`src/rtl/median3x3_window_if.sv`:
```
// Column-in / filtered-pixel-out bundle of the 3x3 median stage.
interface median3x3_window_if #(
    parameter int unsigned PX_W = 8
);
    logic            sort_en;
    logic [PX_W-1:0] row0_px;
    logic [PX_W-1:0] row1_px;
    logic [PX_W-1:0] row2_px;
    logic            out_valid;
    logic [PX_W-1:0] out_px;
    logic [7:0]      out_col;
    logic            line_done;
    logic            frame_done;

    modport master (
        output sort_en, row0_px, row1_px, row2_px,
        input  out_valid, out_px, out_col, line_done, frame_done
    );

    modport slave (
        input  sort_en, row0_px, row1_px, row2_px,
        output out_valid, out_px, out_col, line_done, frame_done
    );
endinterface

```
`src/rtl/median3x3_window.sv`:
```
// 3x3 median stage of the salt-and-pepper filter: sliding 3-column window
// followed by a pipelined column-sort median network.
module median3x3_window #(
    parameter int unsigned IMG_W    = 256,
    parameter int unsigned IMG_H    = 256,
    parameter int unsigned PX_W     = 8,
    parameter int unsigned ADAPTIVE = 1
) (
    input  logic               clk,
    input  logic               res,
    median3x3_window_if.slave  px_if
);
    localparam int unsigned COL_W = 8;
    localparam int unsigned ROW_W = (IMG_H > 1) ? $clog2(IMG_H) : 1;

    typedef logic [PX_W-1:0] px_t;

    function automatic px_t min2(input px_t a, input px_t b);
        return (a < b) ? a : b;
    endfunction

    function automatic px_t max2(input px_t a, input px_t b);
        return (a > b) ? a : b;
    endfunction

    function automatic px_t med3(input px_t a, input px_t b, input px_t c);
        return max2(min2(a, b), min2(max2(a, b), c));
    endfunction

    logic [COL_W-1:0] col_cnt_q, col_cnt_d;
    logic [ROW_W-1:0] row_cnt_q, row_cnt_d;
    px_t              lo_q [3];
    px_t              mid_q[3];
    px_t              hi_q [3];
    px_t              cen2_q, cen1_q;

    logic             a_vld_q, a_vld_d;
    logic             a_ll_q, a_ll_d;
    logic             a_fl_q, a_fl_d;
    logic [COL_W-1:0] a_col_q, a_col_d;

    px_t              b_max_q, b_med_q, b_min_q, b_cen_q;
    logic             b_vld_q, b_ll_q, b_fl_q;
    logic [COL_W-1:0] b_col_q;

    px_t              c_med_d, c_px_d;

    logic             out_valid_q, line_done_q, frame_done_q;
    px_t              out_px_q;
    logic [COL_W-1:0] out_col_q;

    // Column/line counters and result launch for the column accepted this edge
    always_comb begin
        col_cnt_d = col_cnt_q;
        row_cnt_d = row_cnt_q;
        a_vld_d   = 1'b0;
        a_ll_d    = 1'b0;
        a_fl_d    = 1'b0;
        a_col_d   = col_cnt_q - COL_W'(1);
        if (px_if.sort_en) begin
            a_vld_d = (col_cnt_q >= COL_W'(2));
            a_ll_d  = (col_cnt_q == COL_W'(IMG_W - 1));
            a_fl_d  = a_ll_d && (row_cnt_q == ROW_W'(IMG_H - 1));
            if (a_ll_d) begin
                col_cnt_d = '0;
                row_cnt_d = a_fl_d ? '0 : row_cnt_q + ROW_W'(1);
            end else begin
                col_cnt_d = col_cnt_q + COL_W'(1);
            end
        end
    end

    // Final median and adaptive centre-replacement decision
    always_comb begin
        c_med_d = med3(b_max_q, b_med_q, b_min_q);
        c_px_d  = c_med_d;
        if ((ADAPTIVE != 0) && (b_cen_q != '0) && (b_cen_q != '1)) begin
            c_px_d = b_cen_q;
        end
    end

    always_ff @(posedge clk) begin
        if (res) begin
            col_cnt_q    <= '0;
            row_cnt_q    <= '0;
            for (int i = 0; i < 3; i++) begin
                lo_q[i]  <= '0;
                mid_q[i] <= '0;
                hi_q[i]  <= '0;
            end
            cen2_q       <= '0;
            cen1_q       <= '0;
            a_vld_q      <= 1'b0;
            a_ll_q       <= 1'b0;
            a_fl_q       <= 1'b0;
            a_col_q      <= '0;
            b_max_q      <= '0;
            b_med_q      <= '0;
            b_min_q      <= '0;
            b_cen_q      <= '0;
            b_vld_q      <= 1'b0;
            b_ll_q       <= 1'b0;
            b_fl_q       <= 1'b0;
            b_col_q      <= '0;
            out_valid_q  <= 1'b0;
            out_px_q     <= '0;
            out_col_q    <= '0;
            line_done_q  <= 1'b0;
            frame_done_q <= 1'b0;
        end else begin
            col_cnt_q <= col_cnt_d;
            row_cnt_q <= row_cnt_d;
            a_vld_q   <= a_vld_d;
            a_ll_q    <= a_ll_d;
            a_fl_q    <= a_fl_d;
            a_col_q   <= a_col_d;

            // Stage A: sorted column enters the window, raw row1 tracked for the centre
            if (px_if.sort_en) begin
                lo_q[0]  <= lo_q[1];
                lo_q[1]  <= lo_q[2];
                lo_q[2]  <= min2(min2(px_if.row0_px, px_if.row1_px), px_if.row2_px);
                mid_q[0] <= mid_q[1];
                mid_q[1] <= mid_q[2];
                mid_q[2] <= med3(px_if.row0_px, px_if.row1_px, px_if.row2_px);
                hi_q[0]  <= hi_q[1];
                hi_q[1]  <= hi_q[2];
                hi_q[2]  <= max2(max2(px_if.row0_px, px_if.row1_px), px_if.row2_px);
                cen1_q   <= cen2_q;
                cen2_q   <= px_if.row1_px;
            end

            // Stage B: cross-column reduction
            b_max_q <= max2(max2(lo_q[0], lo_q[1]), lo_q[2]);
            b_med_q <= med3(mid_q[0], mid_q[1], mid_q[2]);
            b_min_q <= min2(min2(hi_q[0], hi_q[1]), hi_q[2]);
            b_cen_q <= cen1_q;
            b_vld_q <= a_vld_q;
            b_ll_q  <= a_ll_q;
            b_fl_q  <= a_fl_q;
            b_col_q <= a_col_q;

            // Stage C: output register, pixel and column hold between results
            out_valid_q  <= b_vld_q;
            line_done_q  <= b_vld_q && b_ll_q;
            frame_done_q <= b_vld_q && b_fl_q;
            if (b_vld_q) begin
                out_px_q  <= c_px_d;
                out_col_q <= b_col_q;
            end
        end
    end

    assign px_if.out_valid  = out_valid_q;
    assign px_if.out_px     = out_px_q;
    assign px_if.out_col    = out_col_q;
    assign px_if.line_done  = line_done_q;
    assign px_if.frame_done = frame_done_q;

endmodule

```
`src/flat_wrapper.sv`:
```
// flat-port wrapper written by rule: the top's interface ports become plain ports
module median3x3_window_flat 
#(
    parameter int unsigned IMG_W    = 256,
    parameter int unsigned IMG_H    = 256,
    parameter int unsigned PX_W     = 8,
    parameter int unsigned ADAPTIVE = 1
)
  (clk, res, px_if_sort_en, px_if_row0_px, px_if_row1_px, px_if_row2_px, px_if_out_valid, px_if_out_px, px_if_out_col, px_if_line_done, px_if_frame_done);
  median3x3_window_if #(.PX_W(PX_W)) px_if_i ();
  input  logic clk;
  input  logic res;
  input wire logic [$bits(px_if_i.sort_en)-1:0] px_if_sort_en;
  input wire logic [$bits(px_if_i.row0_px)-1:0] px_if_row0_px;
  input wire logic [$bits(px_if_i.row1_px)-1:0] px_if_row1_px;
  input wire logic [$bits(px_if_i.row2_px)-1:0] px_if_row2_px;
  output wire logic [$bits(px_if_i.out_valid)-1:0] px_if_out_valid;
  output wire logic [$bits(px_if_i.out_px)-1:0] px_if_out_px;
  output wire logic [$bits(px_if_i.out_col)-1:0] px_if_out_col;
  output wire logic [$bits(px_if_i.line_done)-1:0] px_if_line_done;
  output wire logic [$bits(px_if_i.frame_done)-1:0] px_if_frame_done;
  assign px_if_i.sort_en = px_if_sort_en;
  assign px_if_i.row0_px = px_if_row0_px;
  assign px_if_i.row1_px = px_if_row1_px;
  assign px_if_i.row2_px = px_if_row2_px;
  assign px_if_out_valid = px_if_i.out_valid;
  assign px_if_out_px = px_if_i.out_px;
  assign px_if_out_col = px_if_i.out_col;
  assign px_if_line_done = px_if_i.line_done;
  assign px_if_frame_done = px_if_i.frame_done;
  median3x3_window #(.IMG_W(IMG_W), .IMG_H(IMG_H), .PX_W(PX_W), .ADAPTIVE(ADAPTIVE)) u_core (.clk(clk), .res(res), .px_if(px_if_i));
endmodule
```
`config.mk`:
```
export PLATFORM = sky130hd
export DESIGN_NAME = median3x3_window_flat
export DESIGN_NICKNAME = d
export VERILOG_FILES = /design/src/rtl/median3x3_window_if.sv /design/src/rtl/median3x3_window.sv /design/src/flat_wrapper.sv
export SDC_FILE = /design/constraint.sdc
export NUM_CORES = 1
export LEC_CHECK = 0
export BUFFER_PORTS_ARGS = -buffer_cell sky130_fd_sc_hd__buf_2
export CAP_MARGIN = 25
export CORE_ASPECT_RATIO = 1.2
export CORE_UTILIZATION = 30
export DETAILED_ROUTE_END_ITERATION = 10
export GPL_ROUTABILITY_DRIVEN = 0
export PLACE_DENSITY_LB_ADDON = 0.2
export SLEW_MARGIN = 20
export SYNTH_ARGS = -nofsm -noshare
export SYNTH_HDL_FRONTEND = slang
export SYNTH_SLANG_ARGS = --single-unit
```
`constraint.sdc`:
```
create_clock -name clk -period 11.5 [get_ports clk]
set_input_delay 0.575 -clock clk [delete_from_list [all_inputs] [get_ports clk]]
set_output_delay 0.575 -clock clk [all_outputs]
set_load 0.01 [all_outputs]
```
==> flow_summary.json <==
{
  "cts_resized": 0,
  "seq_area_frac_synth_pct": 41.26,
  "cp_max_fo": 14,
  "core_area_sq_um": 33980,
  "initial_core_util_pct": 30.41,
  "post-dp-hpwl_mm": 19.02,
  "grt_pass1_wl_mm": 39.76,
  "dieArea_sq_um": 35200,
  "syn-instance-count": 1076,
  "port_buffers": 45,
  "viasPerCell": 4.805,
  "finalSetupViolations": 0,
  "slew_violations": 0,
  "syn2layout_area_growth_pct": 12.64,
  "numCtsBuffers": 17,
  "setup_tns_ns": 0,
  "diodes": 0,
  "cap_viol_max_count": 0,
  "path_buf_inv": 3,
  "synth_top_cell_area_share_pct": 20.92,
  "cp.arrival_ns": 6.03,
  "reg2reg_slack_ns": 5.77,
  "wirelength_mm": 24.89,
  "reg_top3": "u_core.hi_q (24), u_core.lo_q (24), u_core.mid_q (24)",
  "post_cts_buffers": 0,
  "cp_slowest_cell": "nor2b_1",
  "cp.required_ns": 11.80,
  "post-route-drc-count": 0,
  "whs_path_depth": 3,
  "num_rows": 74,
  "crit_family": "simple AND/OR/NAND/NOR gates",
  "hold_path_class": "in -> reg",
  "cp.depth": 23,
  "cts_sinks": 177,
  "swShare_pct": 39.98,
  "slowest_delay_ns": 0.57,
  "ff2ff_path_depth": 23,
  "grt_pass1_vias": 7520,
  "fin_area_sq_um": 11640,
  "ys_async_sr_fraction_pct": 0,
  "synthFlopType": "dfxtp_1",
  "finClkSkew_ns": 0.01172,
  "fin_crit_ns": 5.726,
  "io-pin-count": 46,
  "nFillCells": 3524,
  "cp-start-kind": "flip-flop",
  "critPathKind": "reg -> reg",
  "final_nets": 1250,
  "internal_power_mw": 1.499,
  "cp-end-kind": "flip-flop",
  "synth_common_cells": "137 x nor2_1, 111 x ha_1, 105 x dfxtp_1",
  "p_sw_mw": 0.9986,
  "die_width_um": 171.4,
  "ir_worst_vdd_v": 0.0001546,
  "avgRoutedWirePerCell_um": 15.75,
  "syn_area_sq_um": 10330,
  "cts_tree": "done",
  "grt_use_total_pct": 14.64,
  "dr_total_vias": 7597,
  "synth_area_leaders": "edfxtp_1 21%, dfxtp_1 20%, ha_1 13%",
  "finalHoldViolations": 0,
  "total_power_mw": 2.498,
  "final_util_pct": 34.26,
  "hold_slack_ns": 0.4291,
  "max-clock-path-buffers": 2,
  "root_buffer": "clkbuf_16",
  "drt_pass1_iterations": 4,
  "die_h_um": 205.3,
  "power_frac_comb_pct": 45.9,
  "path_clk_slew_ns": 0.08,
  "max_slew.worst_pin.slew_ns": 0.9941,
  "grt-ovfl-total": 0,
  "syn_nets": 1214,
  "clk_latency_ns": 0.44,
  "synth.distinct_cells": 63,
  "min_period_over_period_pct": 49.79,
  "drive_gt1_share_pct": 12.44,
  "cpMostUsedCell": "a21oi_1",
  "ys_warn_count": 0,
  "detailed_place.area_sq_um": 11030,
  "power.density_nw_per_um2": 214.6,
  "seqPwrFrac_pct": 30.6,
  "holdBufCountCts": 0,
  "synth_edf_count": 72,
  "fmax_mhz": 174.6,
  "p_clk_share_pct": 23.5,
  "synth.most_common_cell": "nor2_1",
  "rsz0062_at_grt": "no",
  "power_leakage_nw": 4.986,
  "cts-htree-levels": 4,
  "path_cells": "inv_1 -> ha_1 -> nand4_1 -> nor2_1 -> nor2b_1 -> nor3_1 -> a21oi_1 -> inv_1 -> ha_1 -> a21oi_1 -> a21oi_1 -> nor3_1 -> nand4_1 -> nand3_1 -> a21boi_0 -> ha_1 -> a21o_1 -> a21oi_1 -> a21boi_0 -> o31ai_2 -> clkbuf_4 -> o311a_1 -> a211oi_2",
  "drtIter0Drc": 335,
  "yosysTopAreaCell": "edfxtp_1",
  "slew_headroom_pct": 33.73,
  "antenna_found_initial": 0,
  "ant_nets": 0,
  "grt_max_degree": 74,
  "ys_ff_latch": 177,
  "synth.avg_cell_area_sq_um": 9.605,
  "status": "completed"
}
==> final cells by class <==
class,instances,area [sq um],share of cell area [%]
Multi-Input combinational cell,761,5548,47.66
Tap cell,456,570.5,4.901
Sequential cell,177,4264,36.63
Timing Repair Buffer,52,277.8,2.386
Clock inverter,13,140.1,1.204
Clock buffer,19,454.2,3.902
Inverter,103,386.6,3.321
==> through the flow <==
step	std cells	setup WS, ns
floorplan	1076	6.529
global placement	1546	5.649
detailed placement	1547	5.519
CTS	1579	5.512
global route	1581	5.176
finish	1581	5.774
==> layer usage <==
layer | up-vias | GRT usage [%] | share of wire (%)
met5 | - | 0 | 0
met4 | 0 | 4.688 | 1.6
li1 | 3917 | - | -
met1 | 3568 | 18.98 | 48
met3 | 28 | 2.347 | 2.1
met2 | 84 | 24.62 | 48
==> cell usage in the layout (no fill, tap or decap), types with 7 or more instances in the layout <==
cell type and count:
and3_1 7, a211oi_1 22, a21oi_1 48, xnor2_1 9, xor2_1 7, nand2_1 32
a21boi_0 11, ha_1 111, nor3_1 14, clkbuf_16 18, o21ai_0 33, o211a_1 7
a21o_1 18, dfxtp_1 105, nand4_1 30, mux2_2 40, edfxtp_1 72, mux2i_1 57
o21a_1 9, nor2b_1 35, buf_2 45, and2_1 11, nor2_1 137, o21ai_1 18
nand3_1 28, inv_1 102
==> path summary, 6_finish.rpt <==
kind | from | end
max | u_core.b_med_q[7]$_SDFF_PP0_ | u_core.px_if.out_px[0]$_SDFFE_PP0P_
min | px_if_row1_px[3] | u_core.cen2_q[3]$_SDFFE_PP0P_
max reg2reg | u_core.b_med_q[7]$_SDFF_PP0_ | u_core.px_if.out_px[0]$_SDFFE_PP0P_
min reg2reg | u_core.b_ll_q$_SDFF_PP0_ | u_core.px_if.line_done$_SDFF_PP0_
==> cells by family (layout without fill, tap and decap cells) <==
| kind of cell | Yosys count | count (layout) | synth area share, % |
|---|---|---|---|
| XOR/XNOR | 16 | 16 | 1.356 |
| adder cells (fa/ha/maj) | 111 | 111 | 13.44 |
| buffers and inverters | 138 | 187 | 5.085 |
| AO/OA/AOI/OAI | 218 | 218 | 14.03 |
| AND/OR/NAND/NOR | 318 | 318 | 14.84 |
| flip-flops | 177 | 177 | 41.26 |
| multiplexers | 98 | 98 | 9.988 |
==> power by group through the flow <==
| stage | Sequential, mW | Clock, mW | Combinational, mW |
|---|---|---|---|
| after global placement | 0.778 | 0 | 1.11 |
| after global routing | 0.772 | 0.628 | 1.29 |
| after detailed placement | 0.779 | 0 | 1.12 |
| after floorplan | 0.762 | 0 | 0.864 |
| after CTS | 0.764 | 0.607 | 1.13 |
| final | 0.764 | 0.587 | 1.15 |
==> tightest hold or removal path, cell delays in order <==
cell and delay (ns):
buf_2 0.12, mux2i_1 0.07, nor2_1 0.07
Power figures use the tool's default switching activity.
